File: config.mk
export PLATFORM = sky130hd
export DESIGN_NAME = count_seq_top
export DESIGN_NICKNAME = d
export VERILOG_FILES = /design/src/rtl/count_seq_pkg.sv /design/src/rtl/count_seq_dp.sv /design/src/rtl/count_seq_top.sv
export SDC_FILE = /design/constraint.sdc
export NUM_CORES = 1
export LEC_CHECK = 0
export ABC_CLOCK_PERIOD_IN_PS = 1900
export BUFFER_PORTS_ARGS = -buffer_cell sky130_fd_sc_hd__buf_2
export CAP_MARGIN = 10
export CORE_AREA = 2 2 46 48
export DETAILED_ROUTE_END_ITERATION = 7
export DIE_AREA = 0 0 48 50
export PLACE_DENSITY = 0.72
export SETUP_SLACK_MARGIN = 0.02
export SYNTH_ARGS = -nofsm -noshare
export SYNTH_HDL_FRONTEND = slang
export SYNTH_SLANG_ARGS = --single-unit
File: constraint.sdc
create_clock -name clock -period 1.9 [get_ports clock]
set_clock_uncertainty 0.1 [all_clocks]
set_input_delay 0.38 -clock clock [delete_from_list [all_inputs] [get_ports clock]]
set_output_delay 0.38 -clock clock [all_outputs]
set_load 0.02 [all_outputs]
File: src/rtl/count_seq_pkg.sv
// Shared types and helpers for the count_seq start/done sequencer.
// Holds the FSM state encoding used by count_seq_top and a small decode helper.
// No ports; imported by count_seq_top and count_seq_dp.
package count_seq_pkg;

  localparam int STATE_W = 2;

  // Encoding is fixed so state values can be read directly on a waveform.
  typedef enum logic [STATE_W-1:0] {
    IDLE  = 2'd0,
    CLEAR = 2'd1,
    RUN   = 2'd2,
    DONE  = 2'd3
  } state_t;

  // The sequencer reports busy in every state except IDLE.
  function automatic logic is_active(input state_t s);
    return (s != IDLE);
  endfunction

  // RUN exits to DONE when done is a registered (Moore) decode and straight
  // back to IDLE when done is decoded combinationally from RUN & tc.
  function automatic state_t run_exit_state(input int mealy_done);
    return (mealy_done != 0) ? IDLE : DONE;
  endfunction

endpackage

File: src/rtl/count_seq_dp.sv
// Counter datapath: WIDTH-bit clear/increment counter plus latched run length.
// Ports: clock, rst (sync, active-high); clr/inc/load controls; len in;
//        count out (current value), tc out (count equals latched length).
module count_seq_dp
  import count_seq_pkg::*;
#(
  parameter int WIDTH = 8
) (
  input  logic             clock,
  input  logic             rst,
  input  logic             clr,
  input  logic             inc,
  input  logic             load,
  input  logic [WIDTH-1:0] len,
  output logic [WIDTH-1:0] count,
  output logic             tc
);

  logic [WIDTH-1:0] count_q;
  logic [WIDTH-1:0] len_q;

  // clr has priority over inc; the controller never raises both, but a
  // clear must always leave the counter at zero.
  always_ff @(posedge clock) begin
    if (rst) begin
      count_q <= '0;
      len_q   <= '0;
    end else begin
      if (clr) begin
        count_q <= '0;
      end else if (inc) begin
        count_q <= count_q + WIDTH'(1);
      end
      if (load) begin
        len_q <= len;
      end
    end
  end

  // Exact equality: the run stops on the latched length, so the counter
  // can reach 2**WIDTH-1 but is never asked to step past it.
  assign tc    = (count_q == len_q);
  assign count = count_q;

endmodule

File: src/rtl/count_seq_top.sv
// Start/done sequencer: FSM controller driving a clear/increment counter datapath.
// Ports: clock, rst (sync, active-high); start, len, abort in;
//        busy (not IDLE), done (one-cycle completion pulse), count (counter value) out.
module count_seq_top
  import count_seq_pkg::*;
#(
  parameter int WIDTH      = 8,
  parameter int MEALY_DONE = 0
) (
  input  logic             clock,
  input  logic             rst,
  input  logic             start,
  input  logic [WIDTH-1:0] len,
  input  logic             abort,
  output logic             busy,
  output logic             done,
  output logic [WIDTH-1:0] count
);

  state_t state;
  state_t state_d;
  state_t run_exit;
  logic   clr;
  logic   inc;
  logic   load;
  logic   tc;
  logic   busy_q;

  // Next-state and datapath control. abort is only honoured once a run is
  // in flight, and it suppresses clr/inc so the count freezes where it is.
  always_comb begin
    state_d = state;
    clr     = 1'b0;
    inc     = 1'b0;
    load    = 1'b0;
    case (state)
      IDLE: begin
        if (start) begin
          load    = 1'b1;
          state_d = CLEAR;
        end
      end
      CLEAR: begin
        if (abort) begin
          state_d = IDLE;
        end else begin
          clr     = 1'b1;
          state_d = RUN;
        end
      end
      RUN: begin
        if (abort) begin
          state_d = IDLE;
        end else if (tc) begin
          state_d = run_exit;
        end else begin
          inc = 1'b1;
        end
      end
      DONE: begin
        state_d = IDLE;
      end
      default: begin
        state_d = IDLE;
      end
    endcase
  end

  // busy is registered alongside the state so it is glitch-free.
  always_ff @(posedge clock) begin
    if (rst) begin
      state  <= IDLE;
      busy_q <= 1'b0;
    end else begin
      state  <= state_d;
      busy_q <= is_active(state_d);
    end
  end

  assign busy = busy_q;

  // Done timing option: Mealy asserts done in the RUN cycle that sees tc
  // (gated by abort) and returns straight to IDLE; Moore spends one cycle
  // in DONE and asserts done from that state.
  generate
    if (MEALY_DONE != 0) begin : g_mealy
      assign run_exit = run_exit_state(1);
      assign done     = (state == RUN) & tc & ~abort;
    end else begin : g_moore
      assign run_exit = run_exit_state(0);
      assign done     = (state == DONE);
    end
  endgenerate

  count_seq_dp #(
    .WIDTH(WIDTH)
  ) u_dp (
    .clock(clock),
    .rst  (rst),
    .clr  (clr),
    .inc  (inc),
    .load (load),
    .len  (len),
    .count(count),
    .tc   (tc)
  );

endmodule

=== Yosys cells after proc, flatten, opt, wreduce, memory -nomap -nowiden ===
Cells that the tools add are included.

* Mux-type cells: 12
* Equality and inequality tests: 4
* Reduce and logical (&&, ||, !) cells: 3
* $add $sub $neg: 1

{| class="wikitable"
|+ Operators with widths
! operator !! count
|-
| 8-bit by 1-bit adder with 8-bit output (second input constant) || 1
|-
| 8-bit equality test || 1
|-
| 2-bit 2-to-1 mux || 4
|-
| 2-bit one-hot mux with 4 select lines || 1
|-
| 1-bit 2-to-1 mux || 7
|-
| 2-bit equality test (second input constant) || 2
|-
| 2-bit by 1-bit equality test with 1-bit output (second input constant) || 1
|-
| 2-bit logical NOT || 1
|-
| 2-bit nonzero test || 1
|-
| 2-bit OR reduction || 1
|}

* Output and inout port bits: 10
* Bits in registers: 19
* Bits of input ports: 12
* Word-level logic and storage cells: 24

=== Depth between registers and ports, before layout ===
* Word-level depth: 5
* Depth in mapped cells: 5
* Mapped depth without buffers: 5

=== Cells and area by module ===
A second synthesis with hierarchy kept.

* Cell total of the unflattened synthesis: 93
* Area total of the unflattened synthesis: 880.8 µm²

{| class="wikitable"
|+ Modules (own cells, without submodules)
! module !! times used !! area each (µm²) !! seq. area each (µm²) !! cells an instance
|-
| count_seq_dp || 1 || 711.9 || 320.3 || 76
|-
| count_seq_top || 1 || 168.9 || 60.1 || 17
|}

=== Worst setup path before layout ===
OpenSTA, ideal clock, no wires.

* Path kind: register to register
* From: register u_dp.count_q[0] (netlist: u_dp.count[0])
* To: register u_dp.count_q[6] (netlist: u_dp.count[6])
* Arrival time: 1.452 ns
* Clock period less this slack: 1.619 ns
* Path slack: 0.281 ns
* Required time: 1.733 ns
* Path buffers: 0
* Library setup time: 0.067 ns
* Stages on the path, launching flop included: 6
* Cell sequence: dfxtp_1 xnor2_1 nand4_2 o2111ai_2 or3_1 a21oi_2

* Cells in the longest elaborated chain, start to end: 4
* Elaborated cells between the ends (all ways): 5
* Classes of those cells: 1 x add/sub; 1 x eq/ne; 3 x mux

{| class="wikitable"
|+ RTL lines
! element !! line !! text
|-
| start: declaration || count_seq_dp.sv:19 || <nowiki>logic [WIDTH-1:0] count_q;</nowiki>
|-
| start signal: assignment || count_seq_dp.sv:32 || <nowiki>count_q <= count_q + WIDTH'(1);</nowiki>
|-
| 8-bit equality test || count_seq_dp.sv:42 || <nowiki>assign tc = (count_q == len_q);</nowiki>
|-
| 1-bit 2-to-1 mux || count_seq_top.sv:54 || <nowiki>end else if (tc) begin</nowiki>
|-
| 1-bit 2-to-1 mux || count_seq_top.sv:52 || <nowiki>if (abort) begin</nowiki>
|-
| 1-bit 2-to-1 mux || count_seq_top.sv:36 || <nowiki>case (state)</nowiki>
|}

Parallel ways exist; a longest one is shown, timed or not.
A chain may end at the register's enable or synchronous reset.

=== Worst setup path in the final report ===
* From: register state[1]
* To: register u_dp.count_q[6] (netlist: u_dp.count[6])

* Cells in the longest elaborated chain, start to end: 3
* Elaborated cells between the ends (all ways): 5
* Classes of those cells: 2 x eq/ne; 2 x mux; 1 x reduce/logical

{| class="wikitable"
|+ RTL lines
! element !! line !! text
|-
| start: declaration || count_seq_top.sv:20 || <nowiki>state_t state;</nowiki>
|-
| start signal: assignment || count_seq_top.sv:75 || <nowiki>state <= state_d;</nowiki>
|-
| 2-bit by 1-bit equality test with 1-bit output || count_seq_top.sv:36 ||
|-
| 1-bit 2-to-1 mux || count_seq_top.sv:36 ||
|-
| 2-bit OR reduction (no line) || - ||
|}

Parallel ways exist; a longest one is shown, timed or not.

==> run summary <==
Relative to the synthesized area, the layout overhead comes to 18.5%. The data required time of the worst path came out at 2040 ps. The run finished with clean final reports. The logs give 47.0% for the initial core utilization and 0 for the residual antenna-violating net count after detailed routing.

Based on the critical path, the design can be clocked at up to 0.598 GHz. Across the whole layout, storage elements account for 380 sq um. The detailed-route vias per instance came out at 5.13. The clock sink count was 19.

Detailed routing placed a total of 897 microns of wire on met2. The routed wirelength normalized by instance count was 11.9 microns. The total number of placement rows was 16; the share of Yosys cell area claimed by the top area cell type was 42.6%. The worst setup path category is flip-flop to flip-flop. The logs give 3 for the total clock buffers created by CTS and 0 for the number of warnings printed during yosys synthesis. The run gives 134 as the final layout net count. The floorplan step defined a die boundary enclosing 2400 sq um.

After clock tree synthesis, the setup repair step added 0 buffers. Yosys attributes the largest share of cell area to dfxtp_1, mux2i_1, xnor2_1. Net count after synthesis: 109.

After synthesis the netlist holds a flip-flop and latch count of 19. Across the VDD grid, the largest voltage drop is 0.576 mV. The routed design uses 72 microns of met3 wire. Across all setup checks in the final design, the least slack found is 227 ps. The worst hold path begins at len[6]. The leakage power is 0.000414 uW. Leaving out fill and tap cells, the most frequent cells in the layout are buf_2, dfxtp_1, nor2_1, xnor2_1, mux2i_1. The run gives 0 as the number of endpoints with negative hold slack in the final report.

The classification of the worst-slack hold path is input port to flip-flop. The highest routing layer actually used is met4. The first global-routing pass estimated 2760 microns of wire. Summing every instance area after synthesis gives 893 sq um.

The minimum clock period is 1670 ps. The placeable core area came out at 1900 sq um. The run gives 0 as the count of instances resized after the clock tree is built. The final route contains 754 vias.

The final hold slack is 214 ps. Counting the fill cells in the layout gives 192. The proportion of synthesized chip area in sequential cells was 42.6%. The count of pins over their slew limit was 0; the count of unique library cells instantiated by Yosys was 28. For this block, wires on met1 add up to 772 microns. The most critical setup path has its startpoint at state[1].

The slack of the worst reg-to-reg path was 230 ps; the maximum number of pins on one net before global-route repair was 14. The first detailed-routing pass ran for 4 iterations. The count of buffers added on input and output ports is 21. The tools report the combined area of the multi-input logic cells as 500 sq um.

Power density of the placed cells: 688 nW/um^2. The startpoint identified for the worst register-to-register timing path is state[1]. The sum of negative setup slack is 0 ps. The H-tree depth came out at 1. The number of hold buffers added after CTS was 0.

Headroom to the max-slew limit came out at 65.9%. From bottom edge to top edge, the die measures 50 microns. Kind of end point of the critical path: a flip-flop. The run gives 1750 microns as the routed wire length. The design draws 728 uW. The largest total area in the synthesized netlist belongs to dfxtp_1. The initial antenna violation count was 0.

The later pin in the worst-skew pair is clocked with a latency of 290 ps. Transition time at the pin with the least slew margin: 510 ps. Setup repair after global routing left no endpoint under its margin. Along the worst path, the maximum fanout reaches 6. The tools report the data arrival at the endpoint of the critical path as 1810 ps.

The run gives 0.723 as the routability-driven placement congestion ratio. Setup violations remaining at the end of the flow were counted as 0. The half-perimeter wire length after detailed placement is 1370 microns. The pre-CTS setup slack is 178 ps.

For this run the aggregate overflow at the end of global routing stands at 0. The number of antenna diodes in the final layout is 0. The total global routing track utilization was 15.8%. The period utilization was 88.1%. Leaving out fill and tap cells, the most frequent cell in the layout is buf_2.

22 I/O pins were placed. The fraction of layout cells with a size suffix above 1 works out to 26.7%. Via count of the first global-routing pass: 681.

CTS placed an instance of clkbuf_4 at the clock tree root. The clock-pin slew on the worst setup and hold paths is 110 ps. The x dimension of the die came out at 48 microns. After detailed routing, the number of remaining DRC violations is 0. For this block, the initial DRC count from the detailed router was 5. TritonCTS built the clock tree.

STA classifies the critical path startpoint as a flip-flop. Cells fill 55.7% of the core in the end. The tool flagged a number of max-cap violations equal to 0. The post-synthesis cell count came out at 96. The clock passes through at most 2 buffers. A synthesized cell averages 9.31 sq um.
## logic make-up after synthesis
kind of cell    share of synthesized area [%]
compound gates                           14.3
xor+xnor                                 9.80
fa+ha+maj                                1.40
buf+inv                                  1.40
flops                                    42.6
mux                                      8.96
simple gates                             21.6
## final timing paths
| check | to | cells past startpoint |
|---|---|---|
| setup / recovery | u_dp.count[6] | 4 |
| hold / removal | u_dp.len_q[6] | 3 |
| setup reg to reg | u_dp.count[6] | 4 |
| hold reg to reg | u_dp.len_q[1] | 2 |
## layout make-up
cell class	count	area share, %
well taps	27	3.19
clock inverters	1	0.473
flip-flops and latches	19	35.9
clock buffers	3	2.13
inverters	1	0.355
repair buffers	22	10.6
multi-input cells	74	47.3
## synth_stat cells
master / number
nor2_1: 14
mux2i_1: 8
o21ai_2: 1
a21oi_1: 5
buf_2: 1
o2111ai_2: 1
nor3b_1: 1
nand2b_1: 1
and2_1: 3
xor2_1: 1
nand2_1: 5
o21ba_2: 1
nor3_1: 2
ha_1: 1
o21bai_1: 1
or3_1: 5
nand3_1: 2
o21a_1: 2
nand4_1: 1
a21oi_2: 1
nor3b_4: 1
dfxtp_1: 19
a211oi_1: 1
clkbuf_1: 1
inv_1: 1
xnor2_1: 9
nand4_2: 1
o21ai_0: 6
## power breakdown
group | switching [uW] | internal (uW)
Clock | 125 | 78.3
Sequential | 13.7 | 414
Combinational | 50.5 | 46.8
Total | 189 | 539
## worst max-delay path, stage by stage (launching register included)
cell       delay, ps
dfxtp_1          450
nor3b_4          310
o2111ai_2        210
or3_1            400
a21oi_2          140
## flip-flops by register name (all words and copies together) (netlist names)
name / flops
state: 2
u_dp.len_q: 8
busy: 1
u_dp.count: 8
## stage by stage
stage,cells,instance area [sq um]
final,147,1060
after global routing,147,1060
after CTS,147,1060
after detailed placement,143,1030
after global placement,143,1030
after floorplan,96,893
## metal layers
metal / global-route usage [%] / vias up
met5: 0 / -
met1: 19.7 / 352
met2: 25.1 / 16
li1: - / 384
met4: 5.41 / 0
met3: 4.40 / 2
(Power assumes the default switching activity.)
